<file path="config.mk">
export PLATFORM = sky130hd
export DESIGN_NAME = alien_swarm_flat
export DESIGN_NICKNAME = d
export VERILOG_FILES = /design/src/rtl/alien_swarm_if.sv /design/src/rtl/alien_swarm.sv /design/src/flat_wrapper.sv
export SDC_FILE = /design/constraint.sdc
export NUM_CORES = 1
export LEC_CHECK = 0
export CORE_MARGIN = 4
export CORE_UTILIZATION = 23
export DETAILED_ROUTE_END_ITERATION = 16
export HOLD_SLACK_MARGIN = 0.12
export SYNTH_ARGS = -nofsm -noshare
export SYNTH_HDL_FRONTEND = slang
export SYNTH_SLANG_ARGS = --single-unit
</file>
<file path="constraint.sdc">
create_clock -name clk -period 5.29 [get_ports clk]
set_input_delay 1.587 -clock clk [delete_from_list [all_inputs] [get_ports clk]]
set_output_delay 1.587 -clock clk [all_outputs]
set_load 0.05 [all_outputs]
</file>
<file path="src/rtl/alien_swarm_if.sv">
// Bus between alien_swarm and its neighbours: collision requests from the
// laser logic, and formation state towards the renderer.
interface alien_swarm_if #(
    parameter int N  = 32,
    parameter int CW = $clog2(N + 1)
) ();
    logic          tick;
    logic          laserValid;
    logic [9:0]    xLaser;
    logic [9:0]    yLaser;
    logic          laserDone;
    logic          laserHit;
    logic          busy;
    logic [9:0]    xAlien;
    logic [9:0]    yAlien;
    logic [N-1:0]  alive;
    logic [CW-1:0] aliveCount;
    logic          victory;
    logic          defeat;

    modport master (
        output tick, laserValid, xLaser, yLaser,
        input  laserDone, laserHit, busy, xAlien, yAlien, alive, aliveCount,
               victory, defeat
    );

    modport slave (
        input  tick, laserValid, xLaser, yLaser,
        output laserDone, laserHit, busy, xAlien, yAlien, alive, aliveCount,
               victory, defeat
    );
endinterface

</file>
<file path="src/rtl/alien_swarm.sv">
// Alien formation engine: autonomous bounce/drop march paced by tick, with a
// one-alien-per-cycle laser collision scan behind a valid/done handshake.
module alien_swarm #(
    parameter int NB_LIN       = 4,
    parameter int NB_COL       = 8,
    parameter int ALIEN_W      = 20,
    parameter int ALIEN_H      = 10,
    parameter int GAP_H        = 20,
    parameter int GAP_V        = 10,
    parameter int X0           = 40,
    parameter int Y0           = 40,
    parameter int STEP_X       = 4,
    parameter int STEP_Y       = 15,
    parameter int LEFT_LIMIT   = 5,
    parameter int RIGHT_LIMIT  = 635,
    parameter int BOTTOM_LIMIT = 440,
    parameter int PERIOD_MIN   = 2,
    parameter int SPEED_SHIFT  = 0
) (
    input logic        clk,
    input logic        reset,
    alien_swarm_if.slave bus
);
    localparam int N  = NB_LIN * NB_COL;
    localparam int CW = $clog2(N + 1);
    localparam int SW = $clog2(PERIOD_MIN + N + 1);
    localparam int RB = (NB_LIN > 1) ? $clog2(NB_LIN) : 1;
    localparam int CB = (NB_COL > 1) ? $clog2(NB_COL) : 1;
    localparam int IW = (N > 1) ? $clog2(N) : 1;
    localparam int PH = ALIEN_W + GAP_H;
    localparam int PV = ALIEN_H + GAP_V;

    typedef enum logic [2:0] {S_IDLE, S_SCAN, S_MOVE, S_CHECK, S_OVER} state_t;

    state_t          r_state, n_state;
    logic [9:0]      r_x, n_x, r_y, n_y, r_xl, n_xl, r_yl, n_yl;
    logic            r_dir, n_dir;
    logic [N-1:0]    r_alive, n_alive;
    logic [CW-1:0]   r_cnt, n_cnt;
    logic [SW-1:0]   r_step, n_step;
    logic            r_done, n_done, r_hit, n_hit;
    logic            r_vic, n_vic, r_def, n_def, r_pend, n_pend;
    logic [RB-1:0]   r_row, n_row;
    logic [CB-1:0]   r_col, n_col;

    logic [NB_COL-1:0] w_colany;
    logic [NB_LIN-1:0] w_rowany;
    logic [CB-1:0]     w_lc, w_rc;
    logic [RB-1:0]     w_bc;
    logic [IW-1:0]     w_idx;
    logic [10:0]       w_ax, w_ay, w_xl, w_yl;
    logic [10:0]       w_redge, w_ledge, w_low;
    logic              w_hit, w_last;
    logic [SW-1:0]     w_reload;

    // Formation extents from the live alive map
    always_comb begin
        w_colany = '0;
        w_rowany = '0;
        for (int unsigned r = 0; r < NB_LIN; r++) begin
            for (int unsigned c = 0; c < NB_COL; c++) begin
                if (r_alive[IW'(r * NB_COL + c)]) begin
                    w_colany[CB'(c)] = 1'b1;
                    w_rowany[RB'(r)] = 1'b1;
                end
            end
        end
        w_lc = '0;
        w_rc = '0;
        w_bc = '0;
        for (int unsigned c = 0; c < NB_COL; c++)
            if (w_colany[CB'(c)]) w_rc = CB'(c);
        for (int unsigned i = 0; i < NB_COL; i++)
            if (w_colany[CB'(NB_COL - 1 - i)]) w_lc = CB'(NB_COL - 1 - i);
        for (int unsigned r = 0; r < NB_LIN; r++)
            if (w_rowany[RB'(r)]) w_bc = RB'(r);
    end

    assign w_idx    = IW'(r_row) * IW'(NB_COL) + IW'(r_col);
    assign w_ax     = {1'b0, r_x} + 11'(r_col) * 11'(PH);
    assign w_ay     = {1'b0, r_y} + 11'(r_row) * 11'(PV);
    assign w_xl     = {1'b0, r_xl};
    assign w_yl     = {1'b0, r_yl};
    assign w_hit    = r_alive[w_idx] && (w_xl >= w_ax) && (w_xl < w_ax + 11'(ALIEN_W))
                      && (w_yl >= w_ay) && (w_yl < w_ay + 11'(ALIEN_H));
    assign w_last   = (r_row == '0) && (r_col == CB'(NB_COL - 1));
    assign w_redge  = {1'b0, r_x} + 11'(w_rc) * 11'(PH) + 11'(ALIEN_W + STEP_X);
    assign w_ledge  = {1'b0, r_x} + 11'(w_lc) * 11'(PH);
    assign w_low    = {1'b0, r_y} + 11'(w_bc) * 11'(PV) + 11'(ALIEN_H);
    assign w_reload = SW'(PERIOD_MIN) + SW'(r_cnt >> SPEED_SHIFT);

    always_comb begin
        n_state = r_state;
        n_x     = r_x;
        n_y     = r_y;
        n_dir   = r_dir;
        n_alive = r_alive;
        n_cnt   = r_cnt;
        n_step  = r_step;
        n_done  = 1'b0;
        n_hit   = 1'b0;
        n_vic   = r_vic;
        n_def   = r_def;
        n_pend  = r_pend;
        n_xl    = r_xl;
        n_yl    = r_yl;
        n_row   = r_row;
        n_col   = r_col;
        if (bus.tick && (r_state != S_IDLE) && (r_state != S_OVER)) n_pend = 1'b1;
        case (r_state)
            S_IDLE: begin
                if (bus.laserValid) begin
                    // a tick losing to a laser request is kept, not dropped
                    if (bus.tick) n_pend = 1'b1;
                    n_xl    = bus.xLaser;
                    n_yl    = bus.yLaser;
                    n_row   = RB'(NB_LIN - 1);
                    n_col   = '0;
                    n_state = S_SCAN;
                end else if (bus.tick || r_pend) begin
                    n_pend = 1'b0;
                    if (r_step <= SW'(1)) begin
                        n_step  = '0;
                        n_state = S_MOVE;
                    end else begin
                        n_step = r_step - 1'b1;
                    end
                end
            end
            S_SCAN: begin
                if (w_hit) begin
                    n_alive[w_idx] = 1'b0;
                    n_cnt          = r_cnt - 1'b1;
                    n_done         = 1'b1;
                    n_hit          = 1'b1;
                    if (r_cnt == CW'(1)) begin
                        n_vic   = 1'b1;
                        n_state = S_OVER;
                    end else begin
                        n_state = S_IDLE;
                    end
                end else if (w_last) begin
                    n_done  = 1'b1;
                    n_state = S_IDLE;
                end else if (r_col == CB'(NB_COL - 1)) begin
                    n_col = '0;
                    n_row = r_row - 1'b1;
                end else begin
                    n_col = r_col + 1'b1;
                end
            end
            S_MOVE: begin
                n_step  = w_reload;
                n_state = S_CHECK;
                if (r_dir) begin
                    if (w_redge > 11'(RIGHT_LIMIT)) begin
                        n_y   = r_y + 10'(STEP_Y);
                        n_dir = 1'b0;
                    end else begin
                        n_x = r_x + 10'(STEP_X);
                    end
                end else begin
                    if (w_ledge < 11'(LEFT_LIMIT + STEP_X)) begin
                        n_y   = r_y + 10'(STEP_Y);
                        n_dir = 1'b1;
                    end else begin
                        n_x = r_x - 10'(STEP_X);
                    end
                end
            end
            S_CHECK: begin
                if (w_low > 11'(BOTTOM_LIMIT)) begin
                    n_def   = 1'b1;
                    n_state = S_OVER;
                end else begin
                    n_state = S_IDLE;
                end
            end
            default: ;
        endcase
    end

    always_ff @(posedge clk or negedge reset) begin
        if (!reset) begin
            r_state <= S_IDLE;
            r_x     <= 10'(X0);
            r_y     <= 10'(Y0);
            r_dir   <= 1'b1;
            r_alive <= '1;
            r_cnt   <= CW'(N);
            r_step  <= SW'(PERIOD_MIN + (N >> SPEED_SHIFT));
            r_done  <= 1'b0;
            r_hit   <= 1'b0;
            r_vic   <= 1'b0;
            r_def   <= 1'b0;
            r_pend  <= 1'b0;
            r_xl    <= '0;
            r_yl    <= '0;
            r_row   <= '0;
            r_col   <= '0;
        end else begin
            r_state <= n_state;
            r_x     <= n_x;
            r_y     <= n_y;
            r_dir   <= n_dir;
            r_alive <= n_alive;
            r_cnt   <= n_cnt;
            r_step  <= n_step;
            r_done  <= n_done;
            r_hit   <= n_hit;
            r_vic   <= n_vic;
            r_def   <= n_def;
            r_pend  <= n_pend;
            r_xl    <= n_xl;
            r_yl    <= n_yl;
            r_row   <= n_row;
            r_col   <= n_col;
        end
    end

    assign bus.laserDone  = r_done;
    assign bus.laserHit   = r_hit;
    assign bus.busy       = (r_state != S_IDLE);
    assign bus.xAlien     = r_x;
    assign bus.yAlien     = r_y;
    assign bus.alive      = r_alive;
    assign bus.aliveCount = r_cnt;
    assign bus.victory    = r_vic;
    assign bus.defeat     = r_def;
endmodule
</file>
<file path="src/flat_wrapper.sv">
// flat-port wrapper written by rule: the top's interface ports become plain ports
module alien_swarm_flat 
#(
    parameter int NB_LIN       = 4,
    parameter int NB_COL       = 8,
    parameter int ALIEN_W      = 20,
    parameter int ALIEN_H      = 10,
    parameter int GAP_H        = 20,
    parameter int GAP_V        = 10,
    parameter int X0           = 40,
    parameter int Y0           = 40,
    parameter int STEP_X       = 4,
    parameter int STEP_Y       = 15,
    parameter int LEFT_LIMIT   = 5,
    parameter int RIGHT_LIMIT  = 635,
    parameter int BOTTOM_LIMIT = 440,
    parameter int PERIOD_MIN   = 2,
    parameter int SPEED_SHIFT  = 0
)
  (clk, reset, bus_tick, bus_laserValid, bus_xLaser, bus_yLaser, bus_laserDone, bus_laserHit, bus_busy, bus_xAlien, bus_yAlien, bus_alive, bus_aliveCount, bus_victory, bus_defeat);
  alien_swarm_if bus_i ();
  input logic clk;
  input logic reset;
  input wire logic [$bits(bus_i.tick)-1:0] bus_tick;
  input wire logic [$bits(bus_i.laserValid)-1:0] bus_laserValid;
  input wire logic [$bits(bus_i.xLaser)-1:0] bus_xLaser;
  input wire logic [$bits(bus_i.yLaser)-1:0] bus_yLaser;
  output wire logic [$bits(bus_i.laserDone)-1:0] bus_laserDone;
  output wire logic [$bits(bus_i.laserHit)-1:0] bus_laserHit;
  output wire logic [$bits(bus_i.busy)-1:0] bus_busy;
  output wire logic [$bits(bus_i.xAlien)-1:0] bus_xAlien;
  output wire logic [$bits(bus_i.yAlien)-1:0] bus_yAlien;
  output wire logic [$bits(bus_i.alive)-1:0] bus_alive;
  output wire logic [$bits(bus_i.aliveCount)-1:0] bus_aliveCount;
  output wire logic [$bits(bus_i.victory)-1:0] bus_victory;
  output wire logic [$bits(bus_i.defeat)-1:0] bus_defeat;
  assign bus_i.tick = bus_tick;
  assign bus_i.laserValid = bus_laserValid;
  assign bus_i.xLaser = bus_xLaser;
  assign bus_i.yLaser = bus_yLaser;
  assign bus_laserDone = bus_i.laserDone;
  assign bus_laserHit = bus_i.laserHit;
  assign bus_busy = bus_i.busy;
  assign bus_xAlien = bus_i.xAlien;
  assign bus_yAlien = bus_i.yAlien;
  assign bus_alive = bus_i.alive;
  assign bus_aliveCount = bus_i.aliveCount;
  assign bus_victory = bus_i.victory;
  assign bus_defeat = bus_i.defeat;
  alien_swarm #(.NB_LIN(NB_LIN), .NB_COL(NB_COL), .ALIEN_W(ALIEN_W), .ALIEN_H(ALIEN_H), .GAP_H(GAP_H), .GAP_V(GAP_V), .X0(X0), .Y0(Y0), .STEP_X(STEP_X), .STEP_Y(STEP_Y), .LEFT_LIMIT(LEFT_LIMIT), .RIGHT_LIMIT(RIGHT_LIMIT), .BOTTOM_LIMIT(BOTTOM_LIMIT), .PERIOD_MIN(PERIOD_MIN), .SPEED_SHIFT(SPEED_SHIFT)) u_core (.clk(clk), .reset(reset), .bus(bus_i));
endmodule
</file>
# Word level (Yosys, flattened, before mapping)

Index checks and enable logic that the tools add are counted.

Bits in read-only memories: 0
Latch bits: 0
Memories: 0
Flip-flop bits (word level): 98
Bits in writable memories: 0

$mul: 5
Shift-type cells: 0
Bitwise gates (word level): 2
Magnitude comparators: 10
Muxes and demuxes: 119
Eq/ne operators: 18
Reductions and logical operators: 26
$add $sub $neg: 18
Divide/modulo/power cells: 0

Operator list:

| kind                                                                               | count |
|---|---|
| 1-bit 2-to-1 mux                                                                   | 73 |
| 3-bit 2-to-1 mux                                                                   | 23 |
| 10-bit 2-to-1 mux                                                                  | 6 |
| 10-bit by 9-bit adder with 11-bit output                                           | 3 |
| 32-bit AND                                                                         | 1 |
| 32-bit inverter                                                                    | 1 |
| 10-bit by 7-bit adder with 11-bit output                                           | 2 |
| 11-bit by 4-bit adder with 11-bit output (second input constant)                   | 2 |
| 11-bit by 5-bit adder with 11-bit output (second input constant)                   | 2 |
| 10-bit by 11-bit >= comparator with 1-bit output                                   | 2 |
| 10-bit by 11-bit < comparator with 1-bit output                                    | 2 |
| 3-bit by 3-bit multiplier with 6-bit output (second input constant)                | 3 |
| 6-bit 2-to-1 mux                                                                   | 3 |
| 2-bit 2-to-1 mux                                                                   | 8 |
| 2-bit inequality test (second input constant)                                      | 6 |
| 3-bit one-hot mux with 4 select lines                                              | 1 |
| 6-bit one-hot mux with 2 select lines                                              | 1 |
| 3-bit AND reduction                                                                | 4 |
| 6-bit by 1-bit subtractor with 6-bit output (second input constant)                | 2 |
| 11-bit by 10-bit greater-than comparator with 1-bit output (second input constant) | 1 |
| 11-bit by 9-bit greater-than comparator with 1-bit output (second input constant)  | 1 |
| 11-bit by 4-bit < comparator with 1-bit output (second input constant)             | 1 |
| 10-bit by 3-bit adder with 10-bit output (second input constant)                   | 1 |
| 10-bit by 4-bit adder with 10-bit output (second input constant)                   | 1 |
| other kinds (31)                                                                   | 48 |

# Depth between registers and ports, before layout

Depth in word-level cells: 17
Mapped depth: 21

# Least setup slack after synthesis

No wires, ideal clock.

Kind: reg2reg
From: reg u_core.r_y[2] (netlist: u_core.bus.yAlien[2])
To: reg u_core.r_cnt[4] (netlist: u_core.bus.aliveCount[4])
Period minus slack after synthesis: 4.795 ns
Setup slack: 0.495 ns
Stages on the path, launching flop included: 17
Setup time: 0.144 ns
Required time: 5.146 ns
Data arrival time: 4.652 ns
Path through: dfrtp_1 -> ha_1 -> fa_1 -> a211oi_2 -> nor2_1 -> xnor2_2 -> or3b_4 -> nor3_1 -> xor2_1 -> ha_1 -> and3_1 -> a221o_1 -> o41a_1 -> or4_4 -> buf_6 -> or4_4 -> xnor2_2

Word-level cells in the longest chain between the ends: 5
Elaborated cells between the ends (all ways): 7
Classes of those cells: add/sub: 2; order compare: 2; reduce/logical: 3

RTL lines:

| element                                                                                                      | line               | RTL |
|---|---|---|
| start, declared                                                                                              | alien_swarm.sv:36  | `logic [9:0] r_x, n_x, r_y, n_y, r_xl, n_xl, r_yl, n_yl;` |
| start signal, assigned                                                                                       | alien_swarm.sv:187 | `r_y <= 10'(Y0);` |
| start signal, assigned                                                                                       | alien_swarm.sv:204 | `r_y <= n_y;` |
| 10-bit by 7-bit adder with 11-bit output (*)                                                                 | alien_swarm.sv:81  | `assign w_ay = {1'b0, r_y} + 11'(r_row) * 11'(PV);` |
| 11-bit by 4-bit adder with 11-bit output or 10-bit by 11-bit >= comparator with 1-bit output (tied branches) | alien_swarm.sv:85  | `&& (w_yl >= w_ay) && (w_yl < w_ay + 11'(ALIEN_H));` |
| 10-bit by 11-bit < comparator with 1-bit output or 1-bit logical AND (tied branches)                         | alien_swarm.sv:85  |  |
| 1-bit logical AND (*)                                                                                        | alien_swarm.sv:85  |  |
| 2-bit AND reduction (no source line) (*)                                                                     | n/a                |  |
| end signal, assigned                                                                                         | alien_swarm.sv:190 | `r_cnt <= CW'(N);` |
| end signal, assigned                                                                                         | alien_swarm.sv:207 | `r_cnt <= n_cnt;` |
| end, declared                                                                                                | alien_swarm.sv:39  | `logic [CW-1:0] r_cnt, n_cnt;` |

Mark *: on every way between the ends. The rest lies on a longest branch, timed or not.
A chain may end at the register's enable or synchronous reset.

# Final worst setup path

From: reg u_core.r_y[2] (netlist: u_core.bus.yAlien[2])
To: reg u_core.r_alive[17] (netlist: u_core.bus.alive[17])

Word-level cells in the longest chain between the ends: 5
Elaborated cells between the ends (all ways): 7
Classes of those cells: add/sub: 2; order compare: 2; reduce/logical: 3

RTL lines:

| element                                                                                                      | line               | RTL |
|---|---|---|
| 10-bit by 7-bit adder with 11-bit output (*)                                                                 | alien_swarm.sv:81  |  |
| 11-bit by 4-bit adder with 11-bit output or 10-bit by 11-bit >= comparator with 1-bit output (tied branches) | alien_swarm.sv:85  |  |
| 10-bit by 11-bit < comparator with 1-bit output or 1-bit logical AND (tied branches)                         | alien_swarm.sv:85  |  |
| 1-bit logical AND (*)                                                                                        | alien_swarm.sv:85  |  |
| 2-bit AND reduction (no source line) (*)                                                                     | n/a                |  |
| end signal, assigned                                                                                         | alien_swarm.sv:206 | `r_alive <= n_alive;` |
| end, declared                                                                                                | alien_swarm.sv:38  | `logic [N-1:0] r_alive, n_alive;` |

Marked as above.

==> flow_metrics.env <==
export IMPL_slew_headroom_pct=39.8
export IMPL_fin_worst_skew_ns=0.0158
export IMPL_grt_pass1_wl_mm=33.4
export IMPL_synth_xor_area_share_pct=6.53
export IMPL_initial_utilization_pct=23.5
export IMPL_ctsResizeCount=0
export IMPL_synth_seq_area_share_pct=32.8
export IMPL_portBuffers=84
export IMPL_hold_path_class="reg -> reg"
export IMPL_synth_most_common_cell="ha_1"
export IMPL_synth_top_cell_area_share_pct=18.8
export IMPL_synthCells=811
export IMPL_yosys_top_cells_area="dfrtp_1 19%, ha_1 18%, dfstp_2 14%"
export IMPL_cts_sinks=96
export IMPL_dp_worst_setup_slack_ns=0.481
export IMPL_power_density_mw_per_mm2=393
export IMPL_cp_required_ns=5.56
export IMPL_drtAntennaViolNets=0
export IMPL_route_detailed_drc=0
export IMPL_yosysWarnings=0
export IMPL_cts_htree_levels=3
export IMPL_synth_largest_area_cell="dfrtp_1"
export IMPL_dp_cells=1312
export IMPL_ys_seq_elements=96
export IMPL_wl_mm=20.7
export IMPL_ys_top_cells_by_count="105 x ha_1, 98 x nand2_1, 71 x inv_1"
export IMPL_setup_tns_final_ns=0
export IMPL_clk_pin_slew_worst_paths_ns=0.08
export IMPL_setup_worst_path_class="reg -> reg"
export IMPL_drive_gt1_share_pct=10.1
export IMPL_drv_cap=0
export IMPL_utilization_pct=28.6
export IMPL_first_global_vias=6205
export IMPL_antenna_cells=0
export IMPL_worst_path_max_fanout=17
export IMPL_grt_max_degree=65
export IMPL_synth_area_per_cell_um2=9.21
export IMPL_synth_enable_flop_cells=0
export IMPL_syn_to_final_growth_pct=21.8
export IMPL_final_setup_worst_slack_ns=0.463
export IMPL_vias=6095
export IMPL_hold_buffers=0
export IMPL_power_total_mw=3.57
export IMPL_wl_per_cell_um=15.6
export IMPL_cts_setup_buffers=0
export IMPL_cp_arrival_ns=5.09
export IMPL_synth_top_family_by_area="adder cells"
export IMPL_crit_slowest_cell="or4_4"
export IMPL_cts_made_buffers=9
export IMPL_crit_top_cell="ha_1"
export IMPL_synth_distinct_cells=67
export IMPL_die_area_mm2=0.0354
export IMPL_die_h_um=188
export IMPL_min_period_ns=4.83
export IMPL_fin_crit_sh_pct=91.2
export IMPL_avgViaCountPerCell=4.59
export IMPL_worst_slew_pin_slew_ns=0.903
export IMPL_ir_worst_vdd_v=0.000197
export IMPL_rows=65
export IMPL_drt_iter0_markers=378
export IMPL_ioPinCount=87
export IMPL_fmax_ghz=0.207
export IMPL_p_leak_nw=4.06
export IMPL_finalSetupViolCount=0
export IMPL_drv_slew=0
export IMPL_final_hold_violation_count=0
export IMPL_yosys_area_share_simple_pct=17.7
export IMPL_post_dp_cell_area_mm2=0.00880
export IMPL_status="completed"
export IMPL_netlist_area_mm2=0.00747
export IMPL_firstDrtPassIters=5
export IMPL_rsz0062_at_grt="no"
export IMPL_muxShareOfSynthArea_pct=4.54
export IMPL_overflow=0
export IMPL_die_width_um=188
export IMPL_grt_usage_pct=11.6
export IMPL_layoutNonFillerInstCount=1328
export IMPL_worstPathCellList="ha_1 > fa_1 > a211oi_2 > nor2_1 > xnor2_2 > or3b_4 > nor3_1 > xor2_1 > ha_1 > and3_1 > a221o_1 > o41a_1 > or4_4 > buf_4 > clkinv_1 > a31oi_1"
export IMPL_hold_depth=2
export IMPL_cts_tree="built"
export IMPL_nNetsFinal=1022
export IMPL_core_mm2=0.0318
export IMPL_clk_latency_ns=0.36
export IMPL_cts_root_buf="clkbuf_16"
export IMPL_max_stage_delay_ns=0.61
export IMPL_dpl_hpwl_mm=16.2
export IMPL_antenna_found_initial=0
export IMPL_crit_path_start_kind="flip-flop"
export IMPL_synthArstFlopShare_pct=100
export IMPL_rr_worst_depth=16
export IMPL_fin_area_mm2=0.00910
export IMPL_globalplace_congestion=0.822
export IMPL_synth_compound_area_share_pct=14.1
export IMPL_cp_end_kind="flip-flop"
export IMPL_synthAdderAreaFrac_pct=18.9
export IMPL_synth_ff_type="dfrtp_1"
export IMPL_clockBufferDepth=2
export IMPL_whs_ns=0.471
[state kept, by name, indices dropped and copies added, names as in the netlist, 3 cells and up]
name                   cells
u_core.r_yl               10
u_core.r_step              6
u_core.r_state             3
u_core.bus.xAlien          8
u_core.bus.alive          32
u_core.bus.yAlien         10
u_core.bus.aliveCount      6
u_core.r_xl               10
u_core.r_col               3
[critical path, delay by kind of cell (launching register included)]
family	cells	cell delay, ns
flops	1	0.45
fa+ha+maj	3	0.98
compound gates	4	0.84
buf+inv	2	0.53
simple gates	5	1.56
xor+xnor	2	0.37
[routing by layer]
layer	GRT usage (%)	up-vias	routed length, µm
met2	18.6	133	9430
met5	0	-	0
li1	-	3045	-
met3	2.56	15	952
met1	16.0	2902	10000
met4	2.32	0	235
[path summary, 6_finish.rpt]
| check | startpoint | slack, ns | to |
|---|---|---|---|
| max | u_core.bus.yAlien[2]$_DFFE_PN0P_ | 0.46 | u_core.bus.alive[17]$_DFFE_PN1P_ |
| max reg2reg | u_core.bus.yAlien[2]$_DFFE_PN0P_ | 0.46 | u_core.bus.alive[17]$_DFFE_PN1P_ |
| min | u_core.bus.alive[1]$_DFFE_PN1P_ | 0.47 | u_core.bus.alive[1]$_DFFE_PN1P_ |
| min in group asynchronous | reset | 1.35 | u_core.bus.victory$_DFFE_PN0P_ |
| min reg2reg | u_core.bus.alive[1]$_DFFE_PN1P_ | 0.47 | u_core.bus.alive[1]$_DFFE_PN1P_ |
| max in group asynchronous | reset | 2.94 | u_core.bus.alive[25]$_DFFE_PN1P_ |
[cells by family (layout without fill, tap and decap cells)]
family                   count (synthesis)  count (layout)
other                                    1               2
buffers and inverters                  100             181
multiplexers                            22              22
XOR/XNOR                                54              54
AND/OR/NAND/NOR                        267             267
flip-flops                              96              96
AO/OA/AOI/OAI                          161             161
adder cells (fa/ha/maj)                110             110
[report_power, final]
group	switching, mW	internal, mW
sequential	0.173	0.893
combinational	1.08	0.758
clock	0.335	0.335
total	1.59	1.99
[cells in the final DEF, fill, tap and decap left out, drive strengths merged, types with 7 or more instances in the layout]
master,count
nor3,16
buf,10
a21o,10
and3,7
nor4,15
dfrtp,56
clkdlybuf4s50,83
mux2i,8
a31oi,18
o21ai,28
dfstp,40
inv,75
nand4,7
a211oi,8
xor2,18
or3,7
clkbuf,9
nor2,39
a21oi,39
ha,105
nand2,98
mux4,9
or4,11
o21a,19
nand3,31
nor2b,12
xnor2,36
[cell type report]
type                            instances  area, µm²
Multi-Input combinational cell        616       4620
Timing Repair Buffer                   93        906
Sequential cell                        96       2450
Tap cell                              435        544
Fill cell                            3365      22700
Clock buffer                            9        225
Inverter                               72        270
Clock inverter                          7       73.8
(Power assumes the default switching activity.)
